===== src/rtl/divider_control_if.sv =====
// divider_control_if: control/status bundle between the divider sequencer and
// its datapath (Divisor register, 2*WIDTH Remainder register, subtractor).
//
// Handshake: `start` is a request with no separate ready. The sequencer
// accepts it on a rising edge where busy=0 and done=0 (the idle cycle).
// A request seen at any other time is dropped, not queued. Completion is the
// single-cycle `done` pulse.
interface divider_control_if #(
    parameter int WIDTH = 32
);
    localparam int IW = $clog2(WIDTH) + 1;

    // requests / datapath status into the sequencer
    logic          start;
    logic          divisor_zero;
    logic          alu_neg;

    // sequencer status and datapath controls
    logic          busy;
    logic          done;
    logic          dbz;
    logic          w_ctrl_reg1;
    logic          w_ctrl_rem;
    logic          rem_shl;
    logic          rem_q_bit;
    logic          rem_hi_wr;
    logic          rem_hi_shr;
    logic          alu_sub;
    logic [IW-1:0] iter;

    // datapath / requester side
    modport master (
        output start, divisor_zero, alu_neg,
        input  busy, done, dbz, w_ctrl_reg1, w_ctrl_rem, rem_shl, rem_q_bit,
               rem_hi_wr, rem_hi_shr, alu_sub, iter
    );

    // sequencer side
    modport slave (
        input  start, divisor_zero, alu_neg,
        output busy, done, dbz, w_ctrl_reg1, w_ctrl_rem, rem_shl, rem_q_bit,
               rem_hi_wr, rem_hi_shr, alu_sub, iter
    );
endinterface


===== src/rtl/divider_control.sv =====
// divider_control: sequencing FSM for an unsigned restoring shift-subtract
// divider. One quotient bit per cycle, WIDTH iterations, then a final
// right shift of the Remainder upper half. Holds no operand data.
//
// Optional feature macro: DIV_ZERO_CHECK_EN
//   defined   -> CHECK state tests divisor_zero and ends early with sticky dbz
//   undefined -> LOAD goes straight to SHIFT0, dbz tied 0
module divider_control #(
    parameter int WIDTH = 32
) (
    input  logic                clk,
    input  logic                rst,
    divider_control_if.slave    bus,
    output logic [2:0]          o_dbg_state
);
    localparam int IW = $clog2(WIDTH) + 1;
    localparam logic [IW-1:0] LAST_ITER = IW'(WIDTH - 1);
    localparam logic [IW-1:0] FULL_ITER = IW'(WIDTH);

    typedef enum logic [2:0] {
        S_IDLE   = 3'd0,
        S_LOAD   = 3'd1,
        S_CHECK  = 3'd2,
        S_SHIFT0 = 3'd3,
        S_ITER   = 3'd4,
        S_FIX    = 3'd5,
        S_DONE   = 3'd6
    } state_t;

    state_t        r_state;
    state_t        w_next;
    logic [IW-1:0] r_iter;
    logic          w_accept;

    assign w_accept    = (r_state == S_IDLE) && bus.start;
    assign o_dbg_state = r_state;
    assign bus.iter    = r_iter;

    // State register.
    always_ff @(posedge clk or posedge rst) begin
        if (rst) begin
            r_state <= S_IDLE;
        end else begin
            r_state <= w_next;
        end
    end

    // Iteration counter: cleared on an accepted start, counts ITER cycles,
    // saturates at WIDTH and then holds until the next start.
    always_ff @(posedge clk or posedge rst) begin
        if (rst) begin
            r_iter <= '0;
        end else if (w_accept) begin
            r_iter <= '0;
        end else if ((r_state == S_ITER) && (r_iter != FULL_ITER)) begin
            r_iter <= r_iter + 1'b1;
        end
    end

`ifdef DIV_ZERO_CHECK_EN
    logic r_dbz;

    // Sticky divide-by-zero flag: set on leaving CHECK with a zero divisor,
    // cleared only by the next accepted start.
    always_ff @(posedge clk or posedge rst) begin
        if (rst) begin
            r_dbz <= 1'b0;
        end else if (w_accept) begin
            r_dbz <= 1'b0;
        end else if ((r_state == S_CHECK) && bus.divisor_zero) begin
            r_dbz <= 1'b1;
        end
    end

    assign bus.dbz = r_dbz;
`else
    logic w_unused_divisor_zero;

    assign w_unused_divisor_zero = bus.divisor_zero;
    assign bus.dbz               = 1'b0;
`endif

    // Next-state logic.
    always_comb begin
        w_next = r_state;
        case (r_state)
            S_IDLE: begin
                if (bus.start) begin
                    w_next = S_LOAD;
                end
            end
            S_LOAD: begin
`ifdef DIV_ZERO_CHECK_EN
                w_next = S_CHECK;
`else
                w_next = S_SHIFT0;
`endif
            end
            S_CHECK: begin
`ifdef DIV_ZERO_CHECK_EN
                w_next = bus.divisor_zero ? S_DONE : S_SHIFT0;
`else
                w_next = S_SHIFT0;
`endif
            end
            S_SHIFT0: begin
                w_next = S_ITER;
            end
            S_ITER: begin
                if (r_iter == LAST_ITER) begin
                    w_next = S_FIX;
                end
            end
            S_FIX: begin
                w_next = S_DONE;
            end
            S_DONE: begin
                w_next = S_IDLE;
            end
            default: begin
                w_next = S_IDLE;
            end
        endcase
    end

    // Control outputs: Moore per state, except the ITER quotient bit and
    // upper-half write which follow the subtractor sign in the same cycle.
    always_comb begin
        bus.busy        = 1'b0;
        bus.done        = 1'b0;
        bus.w_ctrl_reg1 = 1'b0;
        bus.w_ctrl_rem  = 1'b0;
        bus.rem_shl     = 1'b0;
        bus.rem_q_bit   = 1'b0;
        bus.rem_hi_wr   = 1'b0;
        bus.rem_hi_shr  = 1'b0;
        bus.alu_sub     = 1'b0;
        case (r_state)
            S_LOAD: begin
                bus.busy        = 1'b1;
                bus.w_ctrl_reg1 = 1'b1;
                bus.w_ctrl_rem  = 1'b1;
            end
            S_CHECK: begin
                bus.busy = 1'b1;
            end
            S_SHIFT0: begin
                bus.busy    = 1'b1;
                bus.rem_shl = 1'b1;
            end
            S_ITER: begin
                bus.busy      = 1'b1;
                bus.alu_sub   = 1'b1;
                bus.rem_shl   = 1'b1;
                bus.rem_q_bit = ~bus.alu_neg;
                bus.rem_hi_wr = ~bus.alu_neg;
            end
            S_FIX: begin
                bus.busy       = 1'b1;
                bus.rem_hi_shr = 1'b1;
            end
            S_DONE: begin
                bus.done = 1'b1;
            end
            default: begin
                bus.busy = 1'b0;
            end
        endcase
    end
endmodule


===== src/flat_wrapper.sv =====
// flat-port wrapper written by rule: the top's interface ports become plain ports
module divider_control_flat 
#(
    parameter int WIDTH = 32
)
  (clk, rst, o_dbg_state, bus_start, bus_divisor_zero, bus_alu_neg, bus_busy, bus_done, bus_dbz, bus_w_ctrl_reg1, bus_w_ctrl_rem, bus_rem_shl, bus_rem_q_bit, bus_rem_hi_wr, bus_rem_hi_shr, bus_alu_sub, bus_iter);
  divider_control_if #(.WIDTH(WIDTH)) bus_i ();
  input  logic clk;
  input  logic rst;
  output logic [2:0] o_dbg_state;
  input wire logic [$bits(bus_i.start)-1:0] bus_start;
  input wire logic [$bits(bus_i.divisor_zero)-1:0] bus_divisor_zero;
  input wire logic [$bits(bus_i.alu_neg)-1:0] bus_alu_neg;
  output wire logic [$bits(bus_i.busy)-1:0] bus_busy;
  output wire logic [$bits(bus_i.done)-1:0] bus_done;
  output wire logic [$bits(bus_i.dbz)-1:0] bus_dbz;
  output wire logic [$bits(bus_i.w_ctrl_reg1)-1:0] bus_w_ctrl_reg1;
  output wire logic [$bits(bus_i.w_ctrl_rem)-1:0] bus_w_ctrl_rem;
  output wire logic [$bits(bus_i.rem_shl)-1:0] bus_rem_shl;
  output wire logic [$bits(bus_i.rem_q_bit)-1:0] bus_rem_q_bit;
  output wire logic [$bits(bus_i.rem_hi_wr)-1:0] bus_rem_hi_wr;
  output wire logic [$bits(bus_i.rem_hi_shr)-1:0] bus_rem_hi_shr;
  output wire logic [$bits(bus_i.alu_sub)-1:0] bus_alu_sub;
  output wire logic [$bits(bus_i.iter)-1:0] bus_iter;
  assign bus_i.start = bus_start;
  assign bus_i.divisor_zero = bus_divisor_zero;
  assign bus_i.alu_neg = bus_alu_neg;
  assign bus_busy = bus_i.busy;
  assign bus_done = bus_i.done;
  assign bus_dbz = bus_i.dbz;
  assign bus_w_ctrl_reg1 = bus_i.w_ctrl_reg1;
  assign bus_w_ctrl_rem = bus_i.w_ctrl_rem;
  assign bus_rem_shl = bus_i.rem_shl;
  assign bus_rem_q_bit = bus_i.rem_q_bit;
  assign bus_rem_hi_wr = bus_i.rem_hi_wr;
  assign bus_rem_hi_shr = bus_i.rem_hi_shr;
  assign bus_alu_sub = bus_i.alu_sub;
  assign bus_iter = bus_i.iter;
  divider_control #(.WIDTH(WIDTH)) u_core (.clk(clk), .rst(rst), .bus(bus_i), .o_dbg_state(o_dbg_state));
endmodule

===== config.mk =====
export PLATFORM = sky130hd
export DESIGN_NAME = divider_control_flat
export DESIGN_NICKNAME = d
export VERILOG_FILES = /design/src/rtl/divider_control_if.sv /design/src/rtl/divider_control.sv /design/src/flat_wrapper.sv
export SDC_FILE = /design/constraint.sdc
export NUM_CORES = 1
export LEC_CHECK = 0
export ABC_AREA = 1
export CORE_MARGIN = 2
export CORE_UTILIZATION = 45
export CTS_CLUSTER_DIAMETER = 40
export CTS_CLUSTER_SIZE = 12
export DETAILED_ROUTE_END_ITERATION = 12
export PLACE_DENSITY = 0.82
export SKIP_LAST_GASP = 1
export SLEW_MARGIN = 20
export SYNTH_ARGS = -nofsm -noshare
export SYNTH_HDL_FRONTEND = slang
export SYNTH_SLANG_ARGS = --single-unit

===== constraint.sdc =====
create_clock -name clk -period 1.8 [get_ports clk]
set_input_delay 0.45 -clock clk [delete_from_list [all_inputs] [get_ports clk]]
set_output_delay 0.45 -clock clk [all_outputs]
set_load 0.1 [all_outputs]

== Word-level counts from Yosys, hierarchy flattened ==
Index checks and enable logic that the tools add are counted.
Cells by class
  add/sub/neg operators: 1
  equality and inequality tests: 10
  mux-type cells: 12
  bitwise logic cells: 1
  reduce and logical (&&, ||, !) cells: 8
Operators with widths (count)
  3-bit one-hot mux with 5 select lines: 1
  6-bit 2-to-1 mux: 2
  3-bit == test, second input constant: 3
  1-bit 2-to-1 mux: 7
  6-bit by 1-bit adder with 6-bit output, second input constant: 1
  3-bit by 2-bit == test with 1-bit output, second input constant: 2
  6-bit by 5-bit == test with 1-bit output, second input constant: 1
  3-bit 2-to-1 mux: 2
  6-bit inequality test, second input constant: 1
  5-bit OR reduction: 1
  2-bit inequality test, second input constant: 2
  2-bit OR reduction: 2
  3-bit by 1-bit == test with 1-bit output, second input constant: 1
  3-bit zero test: 1
  1-bit logical AND: 2
  2-bit AND reduction: 1
  2-bit nonzero test: 1
  1-bit NOT: 1
Storage, ports and cells
  flip-flop bits (word level): 9
  bits of input ports: 5

== Depth between registers and ports, before layout ==
Gate-level depths: netlist of the first run.
  word-level depth: 4
  depth in mapped cells: 6
  mapped depth without buffers: 6

== Least setup slack after synthesis of the first run ==
OpenSTA, ideal clock, no wires.
  kind: register to output
  start: reg u_core.r_state[0], in the netlist u_core.o_dbg_state[0]
  end: out bus_w_ctrl_rem
  data arrival time: 3815 ps
  slack: -2465 ps
  cell stages (with the launch flop): 4
  cells stage by stage: dfrtp_1 -> inv_1 -> nor3_1 -> buf_4
On the way
  word-level cells in the longest chain between the ends: 2
Ends and longest elaborated chain
  start: declaration: line divider_control.sv:30  | state_t r_state;
  start signal: assignment: line divider_control.sv:44  | r_state <= w_next;
  3-bit by 1-bit == test with 1-bit output
  1-bit 2-to-1 mux
  end: declaration: line flat_wrapper.sv:18  | output wire logic [$bits(bus_i.w_ctrl_rem)-1:0] bus_w_ctrl_rem;
No other way between the ends.

== Worst setup path in the final report of the first run ==
  start: reg u_core.r_state[1], in the netlist u_core.o_dbg_state[1]
  end: out bus_rem_hi_wr
On the way
  word-level cells in the longest chain between the ends: 2
Ends and longest elaborated chain
  3-bit == test: line divider_control.sv:138  | case (r_state)
  1-bit 2-to-1 mux: line divider_control.sv:138
  end: declaration: line flat_wrapper.sv:21  | output wire logic [$bits(bus_i.rem_hi_wr)-1:0] bus_rem_hi_wr;
No other way between the ends.

==> results.json, run 1 <==
{
  "outcome": "finished with violations",
  "violations": "negative setup slack",
  "tritoncts": "done",
  "dpl_worst_slack_ps": 106,
  "drtIter0Drc": 13,
  "dp.cells": 115,
  "ys_warn_count": 0,
  "synth_area_leader_cell": "dfrtp_1",
  "groute.usage.overall": 0.242,
  "synth_top_cell_area_share": 0.361,
  "wl_per_cell_um": 13.4,
  "clock_latency_ps": 260,
  "syn_nets": 89,
  "dp_hpwl_um": 1160,
  "antenna_found_initial": 0,
  "die_w_um": 41.3,
  "cp-end-kind": "primary output",
  "cp_cell_sequence": "nor2_4 -> nand2_4 -> nor2_4 -> buf_12",
  "rsz0062_at_grt": "true",
  "via_count": 657,
  "cts-root-buf": "clkbuf_4",
  "num_rows": 13,
  "hold_path.class": "in2async",
  "cp.required_ps": 1350,
  "grt_use_met1": 0.269,
  "synth_area_leaders": "dfrtp_1, nand2_1, nand3_1",
  "gp_congestion": 0.888,
  "holdBufCountCts": 0,
  "dieArea_mm2": 0.00170,
  "path_class": "reg2out",
  "grt_overflow": 0,
  "grt_pass1_wl_um": 2660,
  "fin_cells": 124,
  "layout-drive-gt1-share": 0.450,
  "cp_data_arrival_time_ps": 1360,
  "finalCritPeriodShare": 1.00,
  "ff2ff_setup_slack_ps": 490,
  "met3_usage": 0.0489,
  "r2r-start": "u_core.o_dbg_state[1]",
  "synthesis.area_um2": 624,
  "crit_slowest_cell": "dfrtp_4",
  "grt_pass1_vias": 616,
  "io_pins": 24,
  "coreArea_mm2": 0.00130,
  "busiest_layer": "met2",
  "synthDistinctLibCells": 22,
  "cts.sinks": 9,
  "hold_viol_final": 0,
  "ys_ff_latch": 9,
  "ys_seq_area_frac": 0.361,
  "setup_violations": 2,
  "finalCriticalPeriod_ps": 1810,
  "grtUsageMet2": 0.449,
  "max_freq_ghz": 0.553,
  "slowest_delay_ps": 500,
  "first_pass_iters": 4,
  "slew_violations": 0,
  "ant_nets": 0,
  "cap_violations": 0,
  "totalWireLength_um": 1660,
  "cts.path.max_buffers": 2,
  "worstSetupStartpointType": "flip-flop",
  "syn2layout_area_growth_pct": 79.8,
  "dieHeight_um": 41.3,
  "skew_ps": 12.9,
  "clk_pin_slew_ps": 70,
  "critPathMaxFanout": 4,
  "fin_nets": 117,
  "cp_common_cell": "nor2_4",
  "rr_worst_depth": 5,
  "synthesis.instances": 82,
  "diodes": 0,
  "timing.rr.end": "u_core.bus.iter[4]",
  "port_buffers": 21,
  "numCtsBuffers": 3,
  "grt_max_degree": 11,
  "synth_area_per_cell_um2": 7.61,
  "drc": 0,
  "layout_setup_ws_ps": -7.84,
  "initial_utilization": 0.480,
  "vias_per_cell": 5.30,
  "h-tree-depth": 1
}
## routing by layer
metal / up-vias / share of wire / routed length (µm)
li1: 321 / - / -
met3: 2 / 0.056 / 93
met5: - / 0 / 0
met4: 0 / 0.0072 / 12
met2: 24 / 0.56 / 933
met1: 310 / 0.37 / 617
## per-stage QoR
step	setup TNS [ps]	utilization	hold WS [ps]	instance area (µm²)
after detailed placement	0	0.813	603	1060
after global placement	0	0.813	587	1060
after CTS	0	0.863	462	1120
after global routing	-198	0.863	490	1120
final	-15.3	0.863	449	1120
after floorplan	-2110	-	278	701
## placed cells by master (no fill, tap or decap)
master,instances
dfrtp_1,4
conb_1,1
clkdlybuf4s50_1,3
o21ai_1,1
clkbuf_1,1
nor2_4,2
inv_1,7
dfrtp_4,3
nor2_1,5
o21ai_0,1
nor2_2,4
o21ai_2,2
a21oi_1,1
ha_1,2
buf_4,6
dfrtp_2,2
inv_6,1
nand2_4,3
inv_4,1
nand4_1,6
nor3_4,1
nand3_2,2
inv_2,1
nand2_1,17
buf_12,18
nand3_1,10
xor2_1,1
clkbuf_4,3
## cell families (layout without fill, tap and decap cells)
kind of cell,Yosys count,after routing,synth area share
fa+ha+maj,2,2,0.0401
buf+inv,14,41,0.122
flops,9,9,0.361
compound gates,5,5,0.0461
simple gates,50,50,0.411
other cells,1,1,0.00601
xor+xnor,1,1,0.0140
## sequential cells by signal (all words and copies together), names as in the netlist
name / flops
u_core.bus.iter: 6
u_core.o_dbg_state: 3
## final cells by class
cell class	instances	area [µm²]
clock buffers	4	26.3
well taps	15	18.8
multi-input cells	59	358
flip-flops and latches	9	239
fillers	76	179
repair buffers	27	435
inverters	10	45.0
## cells in the mapped netlist
| cell | count |
|---|---|
| nand2_1 | 18 |
| nand3_1 | 10 |
| dfrtp_1 | 9 |
| inv_1 | 8 |
| nor2_1 | 8 |
| nand4_1 | 6 |
| buf_4 | 3 |
| ha_1 | 2 |
| nand2_4 | 2 |
| nand3_2 | 2 |
| nor2_2 | 2 |
| o21ai_0 | 2 |
| a21oi_1 | 1 |
| buf_6 | 1 |
| conb_1 | 1 |
| inv_2 | 1 |
| inv_6 | 1 |
| nor2_4 | 1 |
| nor3_1 | 1 |
| o21ai_1 | 1 |
| o21ai_2 | 1 |
| xor2_1 | 1 |
## repair_timing
action,4_1_cts,5_1_grt
setup buffers,5,0
gates resized for setup,0,0
endpoints found under the setup margin,3,5
pin swaps,2,0
endpoints found under the hold margin,0,0
## critical path: cells and delay by family, from the launching register on
kind,cells,cell delay (ps)
buffers and inverters,1,190
DFF,1,500
and+or+nand+nor,3,410
## worst max-delay path by stage
stage                     depth (start not counted)  slack, ps             end                  start
after detailed placement                          3        110   bus_rem_q_bit            bus_alu_neg
after floorplan                                   3       -480  bus_w_ctrl_rem  u_core.o_dbg_state[0]
after global placement                            3        110   bus_rem_hi_wr            bus_alu_neg
after global routing                              4        -50   bus_rem_q_bit  u_core.o_dbg_state[1]
final                                             4         -8   bus_rem_hi_wr  u_core.o_dbg_state[1]
after CTS                                         4          2     bus_rem_shl  u_core.o_dbg_state[2]
Power of run 1 is left out: the tool's default activity adds up to more than one toggle a clock period on the data nets, which glitch-free logic cannot reach.
==> run 2, diff against run 1 <==
--- a/config.mk
+++ b/config.mk
@@ -11,9 +11,8 @@
 export CTS_CLUSTER_DIAMETER = 40
 export CTS_CLUSTER_SIZE = 12
 export DETAILED_ROUTE_END_ITERATION = 12
-export PLACE_DENSITY = 0.82
+export PLACE_DENSITY = 0.86
 export SKIP_LAST_GASP = 1
-export SLEW_MARGIN = 20
 export SYNTH_ARGS = -nofsm -noshare
 export SYNTH_HDL_FRONTEND = slang
 export SYNTH_SLANG_ARGS = --single-unit
==> run 2 against run 1 <==
The flow still finishes with violations (negative setup slack); global-route usage up 0.56 points; design area up 2.2%; critical path depth unchanged; die area unchanged; utilization up 1.9 points; via count up 4.0%; critical path type unchanged; critical endpoint unchanged.
==> results.json, run 2 (synthesis results as in run 1) <==
{
  "totalWireLength_um": 1780,
  "tritoncts": "done",
  "fin_tns_setup_ps": -141,
  "r2r-start": "u_core.o_dbg_state[1]",
  "worstSetupStartpointType": "flip-flop",
  "critPathMaxFanout": 4,
  "setup_violations": 5,
  "hold_path.class": "in2async",
  "rr_worst_depth": 8,
  "clock_latency_ps": 270,
  "ant_nets": 0,
  "layout_setup_ws_ps": -54.8,
  "outcome": "finished with violations",
  "slew_violations": 0,
  "cp_common_cell": "nor2_4",
  "antenna_found_initial": 0,
  "cts.path.max_buffers": 2,
  "die_w_um": 41.3,
  "numCtsBuffers": 3,
  "cp_top_family": "flip-flops",
  "max_freq_ghz": 0.539,
  "cp-end-kind": "primary output",
  "drtIter0Drc": 13,
  "layout-drive-gt1-share": 0.464,
  "dieHeight_um": 41.3,
  "critPathBufInv": 1,
  "slowest_delay_ps": 510,
  "num_rows": 13,
  "most-common-layout-cells": "buf_12, nand2_1, nand3_1",
  "path_class": "reg2out",
  "dp_hpwl_um": 1260,
  "diodes": 0,
  "skew_ps": 1.98,
  "dieArea_mm2": 0.00170,
  "wl_per_cell_um": 14.3,
  "groute.usage.overall": 0.247,
  "clk_pin_slew_ps": 60,
  "dpl_worst_slack_ps": 111,
  "ff2ff_setup_slack_ps": 320,
  "gp_congestion": 0.855,
  "violations": "negative setup slack",
  "cp_cell_sequence": "nor2_4 -> nand2_4 -> nor2_4 -> buf_12",
  "cts-root-buf": "clkbuf_4",
  "largest_reg_flops": 6,
  "grt_pass1_vias": 587,
  "whs_ps": 446,
  "cts.sinks": 9,
  "crit_slowest_cell": "dfrtp_4",
  "final_util": 0.882,
  "hold_viol_final": 0,
  "grt_overflow": 0,
  "final_common_cell": "buf_12",
  "cp_data_arrival_time_ps": 1400,
  "holdBufCountCts": 0,
  "syn2layout_area_growth_pct": 83.8,
  "rsz0062_at_grt": "true",
  "h-tree-depth": 1,
  "cp.required_ps": 1350,
  "fin_nets": 118,
  "coreArea_mm2": 0.00130,
  "grt_pass1_wl_um": 2650,
  "port_buffers": 21,
  "drc": 0,
  "grt_max_degree": 11,
  "cap_violations": 0,
  "io_pins": 24,
  "timing.rr.end": "u_core.bus.iter[5]",
  "first_pass_iters": 4,
  "initial_utilization": 0.480,
  "vias_per_cell": 5.46,
  "finalCritPeriodShare": 1.03,
  "finalCriticalPeriod_ps": 1850,
  "via_count": 683
}
[run 2: how the worst max path moves through the flow]
| stage | slack (ps) | end | cells past startpoint | start |
|---|---|---|---|---|
| floorplan | -480 | bus_w_ctrl_rem | 3 | u_core.o_dbg_state[0] |
| detailed placement | 110 | bus_rem_hi_wr | 3 | bus_alu_neg |
| CTS | -60 | bus_rem_hi_wr | 4 | u_core.o_dbg_state[1] |
| finish | -50 | bus_rem_hi_wr | 4 | u_core.o_dbg_state[1] |
| global placement | 120 | bus_rem_hi_wr | 3 | bus_alu_neg |
| global route | -100 | bus_rem_hi_wr | 4 | u_core.o_dbg_state[1] |
[run 2: repair_timing]
action / in CTS / in global routing
setup buffers: 5 / 1
setup endpoints to repair: 5 / 7
resized for setup: 1 / 0
pin swaps: 2 / 0
[run 2: worst register-to-register path, cell delays in order (launching register included)]
cell and delay [ps]:
dfrtp_4 510, nor2_4 160, nand2_4 110, buf_4 150, buf_4 120, nor2_2 100, nand3_1 80, nand2_1 80
nor2_1 50
[run 2: final cells by class]
| class | count | area (µm²) |
|---|---|---|
| multi-input combinational | 59 | 363 |
| fill | 66 | 154 |
| sequential | 9 | 239 |
| inverter | 10 | 45.0 |
| clock buffer | 4 | 26.3 |
| timing repair buffer | 28 | 455 |
| tap | 15 | 18.8 |
[run 2: through the flow]
step                      std cells  area (µm²)
after CTS                       124        1140
after global placement          115        1060
after detailed placement        115        1060
after floorplan                  82         701
after global routing            125        1150
final                           125        1150
[run 2: layer usage]
metal  GRT usage  share of wire  vias up
met5           0              0        -
met2       0.402           0.55       22
met4       0.121          0.020        0
met3      0.0543          0.046        5
met1       0.306           0.39      337
li1            -              -      319
Power of run 2 is left out for the same reason.
